--- config.mk ---
export PLATFORM = sky130hd
export DESIGN_NAME = trdb_step_sequencer
export DESIGN_NICKNAME = d
export VERILOG_FILES = /design/src/rtl/trdb_pkg.sv /design/src/rtl/trdb_inst_fifo.sv /design/src/rtl/trdb_step_sequencer.sv
export SDC_FILE = /design/constraint.sdc
export NUM_CORES = 1
export LEC_CHECK = 0
export BUFFER_PORTS_ARGS = -buffer_cell sky130_fd_sc_hd__buf_2
export CAP_MARGIN = 20
export CELL_PAD_IN_SITES_DETAIL_PLACEMENT = 1
export CELL_PAD_IN_SITES_GLOBAL_PLACEMENT = 1
export CORE_ASPECT_RATIO = 1.4
export CORE_MARGIN = 2
export CORE_UTILIZATION = 45
export DETAILED_ROUTE_END_ITERATION = 8
export PLACE_DENSITY = 0.84
export SYNTH_ARGS = -nofsm -noshare
export SYNTH_HDL_FRONTEND = slang
export SYNTH_SLANG_ARGS = --single-unit
--- constraint.sdc ---
create_clock -name clk_i -period 2.5 [get_ports clk_i]
set_input_delay 0.125 -clock clk_i [delete_from_list [all_inputs] [get_ports clk_i]]
set_output_delay 0.125 -clock clk_i [all_outputs]
set_load 0.05 [all_outputs]
--- src/rtl/trdb_pkg.sv ---
// rtl/trdb_pkg.sv - shared types for the trace front-end step sequencer
package trdb_pkg;

  localparam int XLEN = 32;

  typedef enum logic [2:0] {
    IDLE,
    LOAD1,
    RUN,
    WAIT,
    DRAIN
  } trdb_seq_state_e;

  typedef struct packed {
    logic [XLEN-1:0] data;
    logic [XLEN-1:0] iaddr;
    logic            compressed;
    logic            exception;
  } trdb_inst_entry_t;

endpackage

--- src/rtl/trdb_inst_fifo.sv ---
// rtl/trdb_inst_fifo.sv - synchronous FIFO for retired instructions, no fall-through
module trdb_inst_fifo #(
  parameter int  DEPTH   = 4,
  parameter type entry_t = logic
) (
  input  logic   clk,
  input  logic   rst_n,
  input  logic   push,
  input  logic   pop,
  input  entry_t wdata,
  output entry_t rdata,
  output logic   full,
  output logic   empty
);

  localparam int            AW       = $clog2(DEPTH);
  localparam logic [AW-1:0] PTR_ONE  = 1;
  localparam logic [AW:0]   CNT_ONE  = 1;
  localparam logic [AW:0]   CNT_FULL = (AW+1)'(DEPTH);

  entry_t        mem [DEPTH];
  logic [AW-1:0] wptr;
  logic [AW-1:0] rptr;
  logic [AW:0]   count;
  logic          do_push;
  logic          do_pop;

  // Full is taken from the current count, so a pop in the same cycle never frees a slot early.
  assign full    = (count == CNT_FULL);
  assign empty   = (count == '0);
  assign do_push = push && !full;
  assign do_pop  = pop && !empty;
  assign rdata   = mem[rptr];

  always_ff @(posedge clk) begin
    if (do_push) begin
      mem[wptr] <= wdata;
    end
  end

  always_ff @(posedge clk or negedge rst_n) begin
    if (!rst_n) begin
      wptr  <= '0;
      rptr  <= '0;
      count <= '0;
    end else begin
      if (do_push) begin
        wptr <= wptr + PTR_ONE;
      end
      if (do_pop) begin
        rptr <= rptr + PTR_ONE;
      end
      case ({do_push, do_pop})
        2'b10:   count <= count + CNT_ONE;
        2'b01:   count <= count - CNT_ONE;
        default: ;
      endcase
    end
  end

endmodule

--- src/rtl/trdb_step_sequencer.sv ---
// rtl/trdb_step_sequencer.sv - buffers retired instructions and steps the tc/nc window
// for the itype detector, flagging the first and last step of each trace session.
module trdb_step_sequencer
  import trdb_pkg::*;
#(
  parameter int FIFO_DEPTH = 4
) (
  input  logic            clk_i,
  input  logic            rst_ni,
  input  logic            inst_valid_i,
  output logic            inst_ready_o,
  input  logic [XLEN-1:0] inst_data_i,
  input  logic [XLEN-1:0] iaddr_i,
  input  logic            compressed_i,
  input  logic            exception_i,
  input  logic            trace_enable_i,
  input  logic            pkt_ready_i,
  output logic            step_valid_o,
  output logic            tc_ready_o,
  output logic            nc_ready_o,
  output logic [XLEN-1:0] tc_iaddr_o,
  output logic            tc_compressed_o,
  output logic            tc_exception_o,
  output logic [XLEN-1:0] nc_iaddr_o,
  output logic [XLEN-1:0] nc_inst_data_o,
  output logic            nc_exception_o,
  output logic            first_o,
  output logic            last_o,
  output logic            busy_o
);

  trdb_seq_state_e  state;
  trdb_inst_entry_t fifo_wdata;
  trdb_inst_entry_t fifo_rdata;
  logic             fifo_push;
  logic             fifo_pop;
  logic             fifo_full;
  logic             fifo_empty;
  logic             shift;
  logic             first;
  logic             nc_compressed;

  assign inst_ready_o = trace_enable_i && !fifo_full;
  assign fifo_push    = inst_valid_i && inst_ready_o;
  assign fifo_wdata   = {inst_data_i, iaddr_i, compressed_i, exception_i};

  assign step_valid_o = (state == RUN) || (state == DRAIN);
  assign last_o       = (state == DRAIN);
  assign first_o      = first && step_valid_o;
  assign busy_o       = (state != IDLE) || !fifo_empty;

  trdb_inst_fifo #(
    .DEPTH   (FIFO_DEPTH),
    .entry_t (trdb_inst_entry_t)
  ) u_fifo (
    .clk   (clk_i),
    .rst_n (rst_ni),
    .push  (fifo_push),
    .pop   (fifo_pop),
    .wdata (fifo_wdata),
    .rdata (fifo_rdata),
    .full  (fifo_full),
    .empty (fifo_empty)
  );

  // shift moves nc into tc; pop refills nc from the FIFO head.
  always_comb begin
    fifo_pop = 1'b0;
    shift    = 1'b0;
    case (state)
      IDLE:  fifo_pop = trace_enable_i && !fifo_empty;
      LOAD1: begin
        fifo_pop = !fifo_empty;
        shift    = !fifo_empty || !trace_enable_i;
      end
      RUN: begin
        fifo_pop = pkt_ready_i && !fifo_empty;
        shift    = pkt_ready_i;
      end
      WAIT:    fifo_pop = !fifo_empty;
      default: ;
    endcase
  end

  always_ff @(posedge clk_i or negedge rst_ni) begin
    if (!rst_ni) begin
      state           <= IDLE;
      first           <= 1'b0;
      tc_ready_o      <= 1'b0;
      nc_ready_o      <= 1'b0;
      tc_iaddr_o      <= '0;
      tc_compressed_o <= 1'b0;
      tc_exception_o  <= 1'b0;
      nc_iaddr_o      <= '0;
      nc_inst_data_o  <= '0;
      nc_exception_o  <= 1'b0;
      nc_compressed   <= 1'b0;
    end else begin
      case (state)
        IDLE: begin
          if (fifo_pop) begin
            state <= LOAD1;
          end
        end
        LOAD1: begin
          if (shift) begin
            first <= 1'b1;
            state <= fifo_pop ? RUN : DRAIN;
          end
        end
        RUN: begin
          if (shift) begin
            first <= 1'b0;
            if (!fifo_pop) begin
              state <= WAIT;
            end
          end
        end
        WAIT: begin
          if (fifo_pop) begin
            state <= RUN;
          end else if (!trace_enable_i) begin
            state <= DRAIN;
          end
        end
        DRAIN: begin
          if (pkt_ready_i) begin
            tc_ready_o <= 1'b0;
            first      <= 1'b0;
            state      <= IDLE;
          end
        end
        default: state <= IDLE;
      endcase

      if (shift) begin
        tc_ready_o      <= 1'b1;
        tc_iaddr_o      <= nc_iaddr_o;
        tc_compressed_o <= nc_compressed;
        tc_exception_o  <= nc_exception_o;
      end

      // Slot payloads are left as-is when a valid bit drops.
      if (fifo_pop) begin
        nc_ready_o     <= 1'b1;
        nc_iaddr_o     <= fifo_rdata.iaddr;
        nc_inst_data_o <= fifo_rdata.data;
        nc_exception_o <= fifo_rdata.exception;
        nc_compressed  <= fifo_rdata.compressed;
      end else if (shift) begin
        nc_ready_o <= 1'b0;
      end
    end
  end

endmodule

==> results.json <==
{
  "outcome": "complete, no violations",
  "cts_hold_buf": 69,
  "grt_max_degree": 69,
  "ys_seq_area_share_pct": 76.9,
  "syn_nets": 710,
  "hp-class": "input port to flop",
  "syn_area_mm2": 0.0140,
  "leakage_nw": 6.50,
  "cpPeakStageDelay_ps": 480,
  "synth-edff-count": 264,
  "synth_common_cells": "edfxtp_1, dfrtp_1, mux2_2",
  "dr.pass1.iters": 4,
  "coreArea_mm2": 0.0307,
  "critical_path_class": "flop to flop",
  "synthFlopType": "edfxtp_1",
  "worstSetupEndpointType": "flop",
  "cts.sinks": 377,
  "yosysTopAreaCellShare_pct": 56.7,
  "post-synth-top-count-cell": "edfxtp_1",
  "synthArstFlopShare_pct": 30.0,
  "min_period_over_period_pct": 84.3,
  "placed_cells": 1194,
  "cts_buffers": 37,
  "final_cells": 1332,
  "hold_viol_final": 0,
  "clock_skew_ps": 17.1,
  "worst_skew_pair.late_latency_ps": 530,
  "cts_buffer_depth": 3,
  "setup_viol_count_final": 0,
  "vias_per_cell": 5.30,
  "synth_warnings": 0,
  "worstPathArrival_ps": 2510,
  "dpl.hpwl_mm": 18.1,
  "grt_pass1_vias": 8117,
  "cts_tree": "built",
  "fmax_mhz": 475,
  "antenna_left": 0,
  "tns_ps": 0,
  "synth_largest_area_cell": "edfxtp_1",
  "crit_top_cell": "xnor2_1",
  "cts_htree_levels": 2,
  "crit_buf_inv": 0,
  "grt_pass1_wl_mm": 47.3,
  "pre_cts_ws_ps": 369,
  "synth_cells": 633,
  "place_congestion": 0.755,
  "wire_per_inst_um": 22.8,
  "final_nets": 989,
  "start_kind": "flop",
  "drive_gt1_share_pct": 45.8,
  "area_growth_pct": 25.3,
  "cp_slowest_cell": "dfrtp_1",
  "avgSynthCellArea_um2": 22.1,
  "critical_path.top_delay_family": "adder cells",
  "die_x_um": 153,
  "antenna_found_initial": 1,
  "crit_fanout": 10,
  "maxCapViolations": 0,
  "cts_resized": 0,
  "die_y_um": 213,
  "rsz0062_at_grt": "false",
  "routed_wl_mm": 30.3,
  "tightest_slew_ps": 630,
  "crit_path_cell_trace": "a21oi_1 -> a211oi_4 -> ha_1 -> fa_1 -> xnor2_1 -> nor2_1 -> xnor2_1",
  "io_buffers": 176,
  "gr-total-overflow": 0,
  "cts.clk_slew.worst_paths_ps": 60,
  "start_util_pct": 45.6,
  "max-vdd-ir-drop_uv": 793,
  "min_period_ps": 2110,
  "cts_root_buf": "clkbuf_16",
  "track_usage_pct": 19.1,
  "ys_ff_latch": 377,
  "holdWs_ps": 115,
  "power_density_mw_per_mm2": 1380,
  "slew_headroom_pct": 58.0,
  "dieArea_mm2": 0.0325,
  "pin_count": 177,
  "fin_ws_ps": 393,
  "rows": 76,
  "num_vias": 7061,
  "yosysUniqueCellTypes": 33,
  "post_cts_buffers": 0,
  "ys_top_cells_by_area": "edfxtp_1, dfrtp_1, mux4_2",
  "drc_errors": 0,
  "crit_required_ps": 2900,
  "initialDrtViolationCount": 277,
  "finalMaxSlewViolations": 0
}
==> state kept, by name (all words and copies together) (netlist names), 2 cells and up <==
signal	count
nc_iaddr_o	32
nc_inst_data_o	32
u_fifo.wptr	2
u_fifo.count	3
u_fifo.rptr	2
tc_iaddr_o	32
state	3
u_fifo.mem	264
==> cell type report <==
| class | count | area, um2 |
|---|---|---|
| multi-input combinational | 222 | 3080 |
| timing repair buffer | 268 | 1920 |
| clock buffer | 55 | 1110 |
| inverter | 6 | 22.5 |
| sequential | 377 | 10800 |
| antenna | 1 | 2.50 |
| clock inverter | 13 | 148 |
| fill | 2700 | 13200 |
| tap | 390 | 488 |
==> stage by stage <==
step                total power, mW  instance area, um2  utilization (%)
floorplan                      16.1               14000                -
global placement               18.3               15600             50.7
global route                   25.3               17500             57.1
CTS                            24.5               17500             57.1
detailed placement             18.7               15600             50.7
finish                         24.2               17500             57.1
==> worst paths after layout <==
path | startpoint | cells past startpoint | slack (ps) | end
max reg2reg | state[1] | 7 | 390 | u_fifo.count[2]
min | inst_valid_i | 3 | 110 | u_fifo.wptr[0]
max in group asynchronous | rst_ni | 3 | 1590 | nc_iaddr_o[11]
min reg2reg | nc_ready_o | 1 | 490 | nc_ready_o
min in group asynchronous | rst_ni | 2 | 170 | nc_inst_data_o[19]
max | state[1] | 7 | 390 | u_fifo.count[2]
==> kinds of logic (layout without fill, tap and decap cells) <==
kind of cell	after synthesis	count (layout)	synth area share, %
muxes	168	168	18.8
xor gates and xnor gates	7	7	0.438
adders and majority gates	6	6	0.590
and+or+nand+nor	27	27	1.15
buffers and inverters	34	342	1.26
DFF	377	377	76.9
AOI/OAI and AO/OA	14	14	0.867
other	0	1	0
==> tightest hold or removal path, delay by kind of cell <==
kind	cells	cell delay [ps]
buf+inv	1	110
xor+xnor	1	150
compound gates	1	190
==> where the power goes <==
group / leakage, nW / internal [mW] / total (mW) / switching [mW]
clock network: 0.604 / 3.39 / 5.64 / 2.25
registers: 3.71 / 8.20 / 9.17 / 0.968
logic: 2.18 / 3.64 / 9.39 / 5.75
total: 6.50 / 15.2 / 24.2 / 8.96
==> cell usage in the layout (no fill, tap or decap), types with 6 or more instances in the layout <==
cell / n
edfxtp_1: 264
buf_2: 175
dfrtp_1: 111
mux2_2: 102
dlygate4sd3_1: 69
mux4_2: 66
clkbuf_16: 40
buf_12: 14
clkbuf_1: 10
buf_4: 10
inv_1: 6
==> per-layer routing <==
| metal | vias up | part of all wire, % | track usage (%) | wire length (um) |
|---|---|---|---|---|
| li1 | 3093 | - | - | - |
| met1 | 3727 | 37 | 21.9 | 11200 |
| met2 | 191 | 56 | 36.1 | 17100 |
| met3 | 50 | 4.3 | 3.53 | 1300 |
| met4 | 0 | 2.3 | 6.29 | 705 |
| met5 | - | 0 | 0 | 0 |
No activity file was read; power rests on OpenSTA's default activity.
